File: src/rtl/wshb_if.sv
`default_nettype none
// wshb_if: classic Wishbone bus bundle with master/slave views; rev 1.0
interface wshb_if #(
    parameter int ADR_W = 32,
    parameter int DAT_W = 32
) ();
    logic [ADR_W-1:0]   adr;
    logic [DAT_W-1:0]   dat_ms;
    logic [DAT_W-1:0]   dat_sm;
    logic               we;
    logic [DAT_W/8-1:0] sel;
    logic [2:0]         cti;
    logic [1:0]         bte;
    logic               cyc;
    logic               stb;
    logic               ack;
    logic               err;
    logic               rty;

    modport master (
        output adr, dat_ms, we, sel, cti, bte, cyc, stb,
        input  dat_sm, ack, err, rty
    );

    modport slave (
        input  adr, dat_ms, we, sel, cti, bte, cyc, stb,
        output dat_sm, ack, err, rty
    );
endinterface
`default_nettype wire

File: src/rtl/wshb_arbiter_2to1.sv
`default_nettype none
// wshb_arbiter_2to1: 2:1 Wishbone arbiter, registered grant, burst-limit hand-off; rev 1.0
// Define WSHB_ARB_ROUND_ROBIN_EN for round-robin tie-break from IDLE (default: master 0 wins).
module wshb_arbiter_2to1 #(
    parameter int MAX_BURST = 16
) (
    input  logic   clk,
    input  logic   rst_n,
    wshb_if.slave  wshb_ifs0,
    wshb_if.slave  wshb_ifs1,
    wshb_if.master wshb_ifm
);
    typedef enum logic [1:0] {
        IDLE = 2'd0,
        GNT0 = 2'd1,
        GNT1 = 2'd2
    } state_t;

    localparam logic [7:0] BURST_MAX  = 8'(MAX_BURST);
    localparam logic [7:0] BURST_LAST = 8'(MAX_BURST - 1);

    state_t     state;
    state_t     state_next;
    logic [7:0] burst_cnt;
    logic [7:0] burst_cnt_next;
    logic       req0;
    logic       req1;
    logic       burst_done;
    logic       tie_pick1;

    assign req0 = wshb_ifs0.cyc & wshb_ifs0.stb;
    assign req1 = wshb_ifs1.cyc & wshb_ifs1.stb;

    // The ack that completes the MAX_BURST-th transfer (or any later one once saturated).
    assign burst_done = wshb_ifm.ack && (burst_cnt >= BURST_LAST);

`ifdef WSHB_ARB_ROUND_ROBIN_EN
    logic last;

    always_ff @(posedge clk or negedge rst_n) begin
        if (!rst_n) begin
            last <= 1'b1;
        end else if (state_next == GNT0 && state != GNT0) begin
            last <= 1'b0;
        end else if (state_next == GNT1 && state != GNT1) begin
            last <= 1'b1;
        end
    end

    assign tie_pick1 = ~last;
`else
    assign tie_pick1 = 1'b0;
`endif

    always_ff @(posedge clk or negedge rst_n) begin
        if (!rst_n) begin
            state     <= IDLE;
            burst_cnt <= 8'd0;
        end else begin
            state     <= state_next;
            burst_cnt <= burst_cnt_next;
        end
    end

    always_comb begin
        state_next = state;
        case (state)
            IDLE: begin
                if (req0 && req1) begin
                    state_next = tie_pick1 ? GNT1 : GNT0;
                end else if (req0) begin
                    state_next = GNT0;
                end else if (req1) begin
                    state_next = GNT1;
                end
            end
            GNT0: begin
                if (!wshb_ifs0.cyc) begin
                    state_next = req1 ? GNT1 : IDLE;
                end else if (burst_done && req1) begin
                    state_next = GNT1;
                end
            end
            GNT1: begin
                if (!wshb_ifs1.cyc) begin
                    state_next = req0 ? GNT0 : IDLE;
                end else if (burst_done && req0) begin
                    state_next = GNT0;
                end
            end
            default: state_next = IDLE;
        endcase
    end

    always_comb begin
        burst_cnt_next = burst_cnt;
        if (state == IDLE || state_next != state) begin
            burst_cnt_next = 8'd0;
        end else if (wshb_ifm.ack && burst_cnt != BURST_MAX) begin
            burst_cnt_next = burst_cnt + 8'd1;
        end
    end

    // Read data is broadcast; only the granted master ever sees an ack qualify it.
    assign wshb_ifs0.dat_sm = wshb_ifm.dat_sm;
    assign wshb_ifs1.dat_sm = wshb_ifm.dat_sm;

    always_comb begin
        wshb_ifm.adr    = '0;
        wshb_ifm.dat_ms = '0;
        wshb_ifm.we     = 1'b0;
        wshb_ifm.sel    = '0;
        wshb_ifm.cti    = '0;
        wshb_ifm.bte    = '0;
        wshb_ifm.cyc    = 1'b0;
        wshb_ifm.stb    = 1'b0;
        wshb_ifs0.ack   = 1'b0;
        wshb_ifs0.err   = 1'b0;
        wshb_ifs0.rty   = 1'b0;
        wshb_ifs1.ack   = 1'b0;
        wshb_ifs1.err   = 1'b0;
        wshb_ifs1.rty   = 1'b0;
        case (state)
            GNT0: begin
                wshb_ifm.adr    = wshb_ifs0.adr;
                wshb_ifm.dat_ms = wshb_ifs0.dat_ms;
                wshb_ifm.we     = wshb_ifs0.we;
                wshb_ifm.sel    = wshb_ifs0.sel;
                wshb_ifm.cti    = wshb_ifs0.cti;
                wshb_ifm.bte    = wshb_ifs0.bte;
                wshb_ifm.cyc    = wshb_ifs0.cyc;
                wshb_ifm.stb    = wshb_ifs0.stb;
                wshb_ifs0.ack   = wshb_ifm.ack;
                wshb_ifs0.err   = wshb_ifm.err;
                wshb_ifs0.rty   = wshb_ifm.rty;
            end
            GNT1: begin
                wshb_ifm.adr    = wshb_ifs1.adr;
                wshb_ifm.dat_ms = wshb_ifs1.dat_ms;
                wshb_ifm.we     = wshb_ifs1.we;
                wshb_ifm.sel    = wshb_ifs1.sel;
                wshb_ifm.cti    = wshb_ifs1.cti;
                wshb_ifm.bte    = wshb_ifs1.bte;
                wshb_ifm.cyc    = wshb_ifs1.cyc;
                wshb_ifm.stb    = wshb_ifs1.stb;
                wshb_ifs1.ack   = wshb_ifm.ack;
                wshb_ifs1.err   = wshb_ifm.err;
                wshb_ifs1.rty   = wshb_ifm.rty;
            end
            default: ;
        endcase
    end
endmodule
`default_nettype wire

File: src/flat_wrapper.sv
// flat-port wrapper written by rule: the top's interface ports become plain ports
module wshb_arbiter_2to1_flat 
#(
    parameter int MAX_BURST = 16
)
  (clk, rst_n, wshb_ifs0_adr, wshb_ifs0_dat_ms, wshb_ifs0_we, wshb_ifs0_sel, wshb_ifs0_cti, wshb_ifs0_bte, wshb_ifs0_cyc, wshb_ifs0_stb, wshb_ifs0_dat_sm, wshb_ifs0_ack, wshb_ifs0_err, wshb_ifs0_rty, wshb_ifs1_adr, wshb_ifs1_dat_ms, wshb_ifs1_we, wshb_ifs1_sel, wshb_ifs1_cti, wshb_ifs1_bte, wshb_ifs1_cyc, wshb_ifs1_stb, wshb_ifs1_dat_sm, wshb_ifs1_ack, wshb_ifs1_err, wshb_ifs1_rty, wshb_ifm_adr, wshb_ifm_dat_ms, wshb_ifm_we, wshb_ifm_sel, wshb_ifm_cti, wshb_ifm_bte, wshb_ifm_cyc, wshb_ifm_stb, wshb_ifm_dat_sm, wshb_ifm_ack, wshb_ifm_err, wshb_ifm_rty);
  wshb_if wshb_ifs0_i ();
  wshb_if wshb_ifs1_i ();
  wshb_if wshb_ifm_i ();
  input  logic clk;
  input  logic rst_n;
  input wire logic [$bits(wshb_ifs0_i.adr)-1:0] wshb_ifs0_adr;
  input wire logic [$bits(wshb_ifs0_i.dat_ms)-1:0] wshb_ifs0_dat_ms;
  input wire logic [$bits(wshb_ifs0_i.we)-1:0] wshb_ifs0_we;
  input wire logic [$bits(wshb_ifs0_i.sel)-1:0] wshb_ifs0_sel;
  input wire logic [$bits(wshb_ifs0_i.cti)-1:0] wshb_ifs0_cti;
  input wire logic [$bits(wshb_ifs0_i.bte)-1:0] wshb_ifs0_bte;
  input wire logic [$bits(wshb_ifs0_i.cyc)-1:0] wshb_ifs0_cyc;
  input wire logic [$bits(wshb_ifs0_i.stb)-1:0] wshb_ifs0_stb;
  output wire logic [$bits(wshb_ifs0_i.dat_sm)-1:0] wshb_ifs0_dat_sm;
  output wire logic [$bits(wshb_ifs0_i.ack)-1:0] wshb_ifs0_ack;
  output wire logic [$bits(wshb_ifs0_i.err)-1:0] wshb_ifs0_err;
  output wire logic [$bits(wshb_ifs0_i.rty)-1:0] wshb_ifs0_rty;
  input wire logic [$bits(wshb_ifs1_i.adr)-1:0] wshb_ifs1_adr;
  input wire logic [$bits(wshb_ifs1_i.dat_ms)-1:0] wshb_ifs1_dat_ms;
  input wire logic [$bits(wshb_ifs1_i.we)-1:0] wshb_ifs1_we;
  input wire logic [$bits(wshb_ifs1_i.sel)-1:0] wshb_ifs1_sel;
  input wire logic [$bits(wshb_ifs1_i.cti)-1:0] wshb_ifs1_cti;
  input wire logic [$bits(wshb_ifs1_i.bte)-1:0] wshb_ifs1_bte;
  input wire logic [$bits(wshb_ifs1_i.cyc)-1:0] wshb_ifs1_cyc;
  input wire logic [$bits(wshb_ifs1_i.stb)-1:0] wshb_ifs1_stb;
  output wire logic [$bits(wshb_ifs1_i.dat_sm)-1:0] wshb_ifs1_dat_sm;
  output wire logic [$bits(wshb_ifs1_i.ack)-1:0] wshb_ifs1_ack;
  output wire logic [$bits(wshb_ifs1_i.err)-1:0] wshb_ifs1_err;
  output wire logic [$bits(wshb_ifs1_i.rty)-1:0] wshb_ifs1_rty;
  output wire logic [$bits(wshb_ifm_i.adr)-1:0] wshb_ifm_adr;
  output wire logic [$bits(wshb_ifm_i.dat_ms)-1:0] wshb_ifm_dat_ms;
  output wire logic [$bits(wshb_ifm_i.we)-1:0] wshb_ifm_we;
  output wire logic [$bits(wshb_ifm_i.sel)-1:0] wshb_ifm_sel;
  output wire logic [$bits(wshb_ifm_i.cti)-1:0] wshb_ifm_cti;
  output wire logic [$bits(wshb_ifm_i.bte)-1:0] wshb_ifm_bte;
  output wire logic [$bits(wshb_ifm_i.cyc)-1:0] wshb_ifm_cyc;
  output wire logic [$bits(wshb_ifm_i.stb)-1:0] wshb_ifm_stb;
  input wire logic [$bits(wshb_ifm_i.dat_sm)-1:0] wshb_ifm_dat_sm;
  input wire logic [$bits(wshb_ifm_i.ack)-1:0] wshb_ifm_ack;
  input wire logic [$bits(wshb_ifm_i.err)-1:0] wshb_ifm_err;
  input wire logic [$bits(wshb_ifm_i.rty)-1:0] wshb_ifm_rty;
  assign wshb_ifs0_i.adr = wshb_ifs0_adr;
  assign wshb_ifs0_i.dat_ms = wshb_ifs0_dat_ms;
  assign wshb_ifs0_i.we = wshb_ifs0_we;
  assign wshb_ifs0_i.sel = wshb_ifs0_sel;
  assign wshb_ifs0_i.cti = wshb_ifs0_cti;
  assign wshb_ifs0_i.bte = wshb_ifs0_bte;
  assign wshb_ifs0_i.cyc = wshb_ifs0_cyc;
  assign wshb_ifs0_i.stb = wshb_ifs0_stb;
  assign wshb_ifs0_dat_sm = wshb_ifs0_i.dat_sm;
  assign wshb_ifs0_ack = wshb_ifs0_i.ack;
  assign wshb_ifs0_err = wshb_ifs0_i.err;
  assign wshb_ifs0_rty = wshb_ifs0_i.rty;
  assign wshb_ifs1_i.adr = wshb_ifs1_adr;
  assign wshb_ifs1_i.dat_ms = wshb_ifs1_dat_ms;
  assign wshb_ifs1_i.we = wshb_ifs1_we;
  assign wshb_ifs1_i.sel = wshb_ifs1_sel;
  assign wshb_ifs1_i.cti = wshb_ifs1_cti;
  assign wshb_ifs1_i.bte = wshb_ifs1_bte;
  assign wshb_ifs1_i.cyc = wshb_ifs1_cyc;
  assign wshb_ifs1_i.stb = wshb_ifs1_stb;
  assign wshb_ifs1_dat_sm = wshb_ifs1_i.dat_sm;
  assign wshb_ifs1_ack = wshb_ifs1_i.ack;
  assign wshb_ifs1_err = wshb_ifs1_i.err;
  assign wshb_ifs1_rty = wshb_ifs1_i.rty;
  assign wshb_ifm_adr = wshb_ifm_i.adr;
  assign wshb_ifm_dat_ms = wshb_ifm_i.dat_ms;
  assign wshb_ifm_we = wshb_ifm_i.we;
  assign wshb_ifm_sel = wshb_ifm_i.sel;
  assign wshb_ifm_cti = wshb_ifm_i.cti;
  assign wshb_ifm_bte = wshb_ifm_i.bte;
  assign wshb_ifm_cyc = wshb_ifm_i.cyc;
  assign wshb_ifm_stb = wshb_ifm_i.stb;
  assign wshb_ifm_i.dat_sm = wshb_ifm_dat_sm;
  assign wshb_ifm_i.ack = wshb_ifm_ack;
  assign wshb_ifm_i.err = wshb_ifm_err;
  assign wshb_ifm_i.rty = wshb_ifm_rty;
  wshb_arbiter_2to1 #(.MAX_BURST(MAX_BURST)) u_core (.clk(clk), .rst_n(rst_n), .wshb_ifs0(wshb_ifs0_i), .wshb_ifs1(wshb_ifs1_i), .wshb_ifm(wshb_ifm_i));
endmodule
File: config.mk
export PLATFORM = sky130hd
export DESIGN_NAME = wshb_arbiter_2to1_flat
export DESIGN_NICKNAME = d
export VERILOG_FILES = /design/src/rtl/wshb_if.sv /design/src/rtl/wshb_arbiter_2to1.sv /design/src/flat_wrapper.sv
export SDC_FILE = /design/constraint.sdc
export NUM_CORES = 1
export LEC_CHECK = 0
export ABC_AREA = 1
export BUFFER_PORTS_ARGS = -buffer_cell sky130_fd_sc_hd__buf_2
export CAP_MARGIN = 20
export CORE_AREA = 2 2 131 133
export DETAILED_ROUTE_END_ITERATION = 7
export DIE_AREA = 0 0 133 135
export PLACE_DENSITY = 0.47
export SLEW_MARGIN = 40
export SYNTH_ARGS = -nofsm -noshare
export SYNTH_HDL_FRONTEND = slang
export SYNTH_SLANG_ARGS = --single-unit
File: constraint.sdc
create_clock -name clk -period 2.6 [get_ports clk]
set_input_delay 0.78 -clock clk [delete_from_list [all_inputs] [get_ports clk]]
set_output_delay 0.78 -clock clk [all_outputs]
set_load 0.005 [all_outputs]
==> metrics <==
status=finished clean; total area of multi-input combinational cells=0.00153 mm²; count of final hold-check violations=0; synth top area cells=nand2_1, buf_4, a21oi_1, dfrtp_1, nor3_2; Storage cell area=~250 µm²; ANT cells=0; Placeable Area=around 0.016 mm²; adder-cell share of the synthesized area=0.0309; pin count of the biggest net entering global routing=43; max-cap violations=0; CP endpoint kind=output pin; H-tree lvl count=1; Register-to-Register Path Depth=11; library cell with the highest instance count after synthesis=nand2_1; dominant combinational cell family by area after synthesis=simple AND/OR/NAND/NOR gates; setup violators final=0; latest clock arrival within the worst-skew pair=roughly 0.24 ns; power density over the cells=around 760 mW/mm²; mux cell area share after synthesis=0.00463; post-synthesis cell type count=26; Worst Setup Path Type=flop to output pin; sum of routed wire length over all layers=~12 mm; area share of the largest cell type after synthesis=0.270; upper clock frequency limit=0.407 GHz; slack of the critical path=between 0.1 and 0.15 ns; number of enable-type register cells in the synthesized netlist=0; port bufs=roughly 240; Vias per Instance=approximately 3.9; DRC errors left=0; register bit count reported by yosys=10; Detailed Routing Iterations Pass 1=7; maximum fanout along the worst path=22; Slew headroom=0.836; required time at the endpoint of the critical path=about 1.8 ns; number of buffers created by CTS=3; Post-Syn Instances=around 430; horizontal die dimension=133 µm; RSZ-0062 raised after global routing=no; DR iter-0 viols=approximately 130; initial antenna violation count=0; Mapped Nets=629; final estimated routing congestion in global placement=0.827; worst clock skew=roughly 0.0030 ns; worst slack at placement=approximately 0.15 ns; worst slack on hold paths=between 0.4 and 0.5 ns; final sum of negative setup slack=0 ns; crit share post-route=0.945; count of placed standard cells including taps=~810; sum of overflow across all layers after global routing=0; worst reg2reg startpoint=u_core.state[1]; number of warning messages in the yosys log=0; effective utilization at floorplan=0.148; CTS tree=done; post-synthesis cell area=approximately 0.0024 mm²; worst-margin pin slew=0.246 ns; XOR/XNOR share of the synthesized area=0.0144; global router's overall resource usage=0.121; via count of the first global-routing pass=2999; IR drop worst, VDD=0.358 mV; number of nets in the finished design=791; final number of max-transition violations=0; leakage power total=around 1.9 nW; Primary FF master, synth=dfrtp_1; minimum period implied by the final worst setup slack=approximately 2.5 ns; final std cells w/o fill=between 800 and 900; count of boundary I/O pins=between 300 and 400; Post-CTS Hold Fix Bufs=0; largest area contributor in the netlist=nand2_1; synthesized-area fraction occupied by ao, oa, aoi and oai cells=0.178; wire length of the first global-routing pass=17.3 mm; clock slew at the register clock pins of the worst setup and hold paths=roughly 0.040 ns; area enclosed by the die boundary=roughly 0.018 mm²; fraction of registers with async set/reset=1.00; Worst Hold Class=input port to async pin; y dimension of the die=135 µm; Worst R2R Setup Slack=about 0.7 ns; maximum root-to-sink buffer count=2; Root Driver=clkbuf_16; area share of and/or/nand/nor cells after synthesis=0.391; total number of vias=roughly 3100; routed wire length per instance=14.5 µm; fraction of final layout cells sized beyond drive strength 1=0.481; number of fill cells in the layout=roughly 1900; portion of the post-synthesis area used by sequential elements=0.103; element type at the critical path start=flop; ANT nets after route=0; synthesized area per cell=between 5 and 6 µm²; Sinks on Clock Net=10; leading cell types by count after synthesis=nand2_1, a21oi_1, buf_4, inv_1, clkbuf_1; Detailed Place HPWL=approximately 9.3 mm; arrival time of the worst setup path=1.68 ns; number of rows created at floorplan=47; Layout Area Growth over Synthesis=48.3%; endpoint of the worst-slack reg-to-reg timing path=u_core.burst_cnt[0]
## registers in the layout, indices dropped and copies added (netlist names)
register / flops
u_core.burst_cnt: 8
u_core.state: 2
## how the worst max path moves through the flow
stage	startpoint	endpoint	slack (ns)	depth (start not counted)
finish	u_core.state[0]	wshb_ifm_cti[2]	0.14	6
floorplan	u_core.state[0]	wshb_ifm_adr[13]	0.30	6
global route	u_core.state[0]	wshb_ifm_cti[2]	0.01	6
CTS	u_core.state[0]	wshb_ifm_dat_ms[19]	0.006	6
global placement	u_core.state[0]	wshb_ifm_dat_ms[19]	0.13	6
detailed placement	u_core.state[0]	wshb_ifm_dat_ms[19]	0.15	6
## worst max-delay path: stages, from the launching register on
cell and delay [ns]:
dfrtp_2 0.45, inv_2 0.14, ha_4 0.21, bufbuf_16 0.32, nand2_1 0.07, a21oi_1 0.12, buf_2 0.12
## what timing repair did
item,in CTS,in global routing
gates resized for setup,3,5
setup endpoints to repair,1,75
setup buffers,0,1
pin swaps,0,0
cloned,2,0
## area by class of cell
class,count,area share
inverters,24,0.0250
clock buffers,3,0.0208
multi-input cells,310,0.425
well taps,220,0.0763
repair buffers,247,0.382
flip-flops and latches,10,0.0701
## metal layers
layer / GRT usage / vias to the layer above / part of all wire
li1: - / 1627 / -
met1: 0.155 / 1329 / 0.41
met2: 0.209 / 174 / 0.49
met3: 0.0424 / 6 / 0.091
met4: 0.00418 / 0 / 0.0021
met5: 0 / - / 0
## cells by family (layout without fill, tap and decap cells)
group / count (synthesis) / in the layout
XOR/XNOR: 4 / 4
multiplexers: 1 / 1
AND/OR/NAND/NOR: 215 / 215
buffers and inverters: 114 / 274
AO/OA/AOI/OAI: 84 / 84
adder cells (fa/ha/maj): 6 / 6
flip-flops: 10 / 10
## through the flow
step | cell area [µm²] | utilization | total power (W)
after floorplan | 2430 | - | 0.00148
after global routing | 3610 | 0.220 | 0.00304
final | 3610 | 0.220 | 0.00276
after global placement | 3440 | 0.209 | 0.00237
after detailed placement | 3440 | 0.209 | 0.00236
after CTS | 3600 | 0.219 | 0.00281
## report_power, final
part | internal (W) | leakage [nW] | total, W | switching, W
sequential | 0.000181 | 0.134 | 0.000216 | 0.0000359
combinational | 0.000913 | 1.70 | 0.00227 | 0.00136
clock | 0.000199 | 0.0370 | 0.000267 | 0.0000680
total | 0.00129 | 1.87 | 0.00276 | 0.00147
## cells in the final DEF (no fill, tap or decap), types with 2 or more instances in the layout
cell and n:
nor3_2 9, ha_1 4, dfrtp_2 2, dfrtp_1 8, a21oi_1 78, clkbuf_16 3
inv_1 21, nand2_1 175, ha_4 2, nand3_1 3, inv_2 3, buf_2 238
a21oi_2 3, nand2_2 8, nand4_1 3, buf_12 6, nor2_1 8, nand3_2 5
xor2_1 3
(Power assumes the default switching activity.)
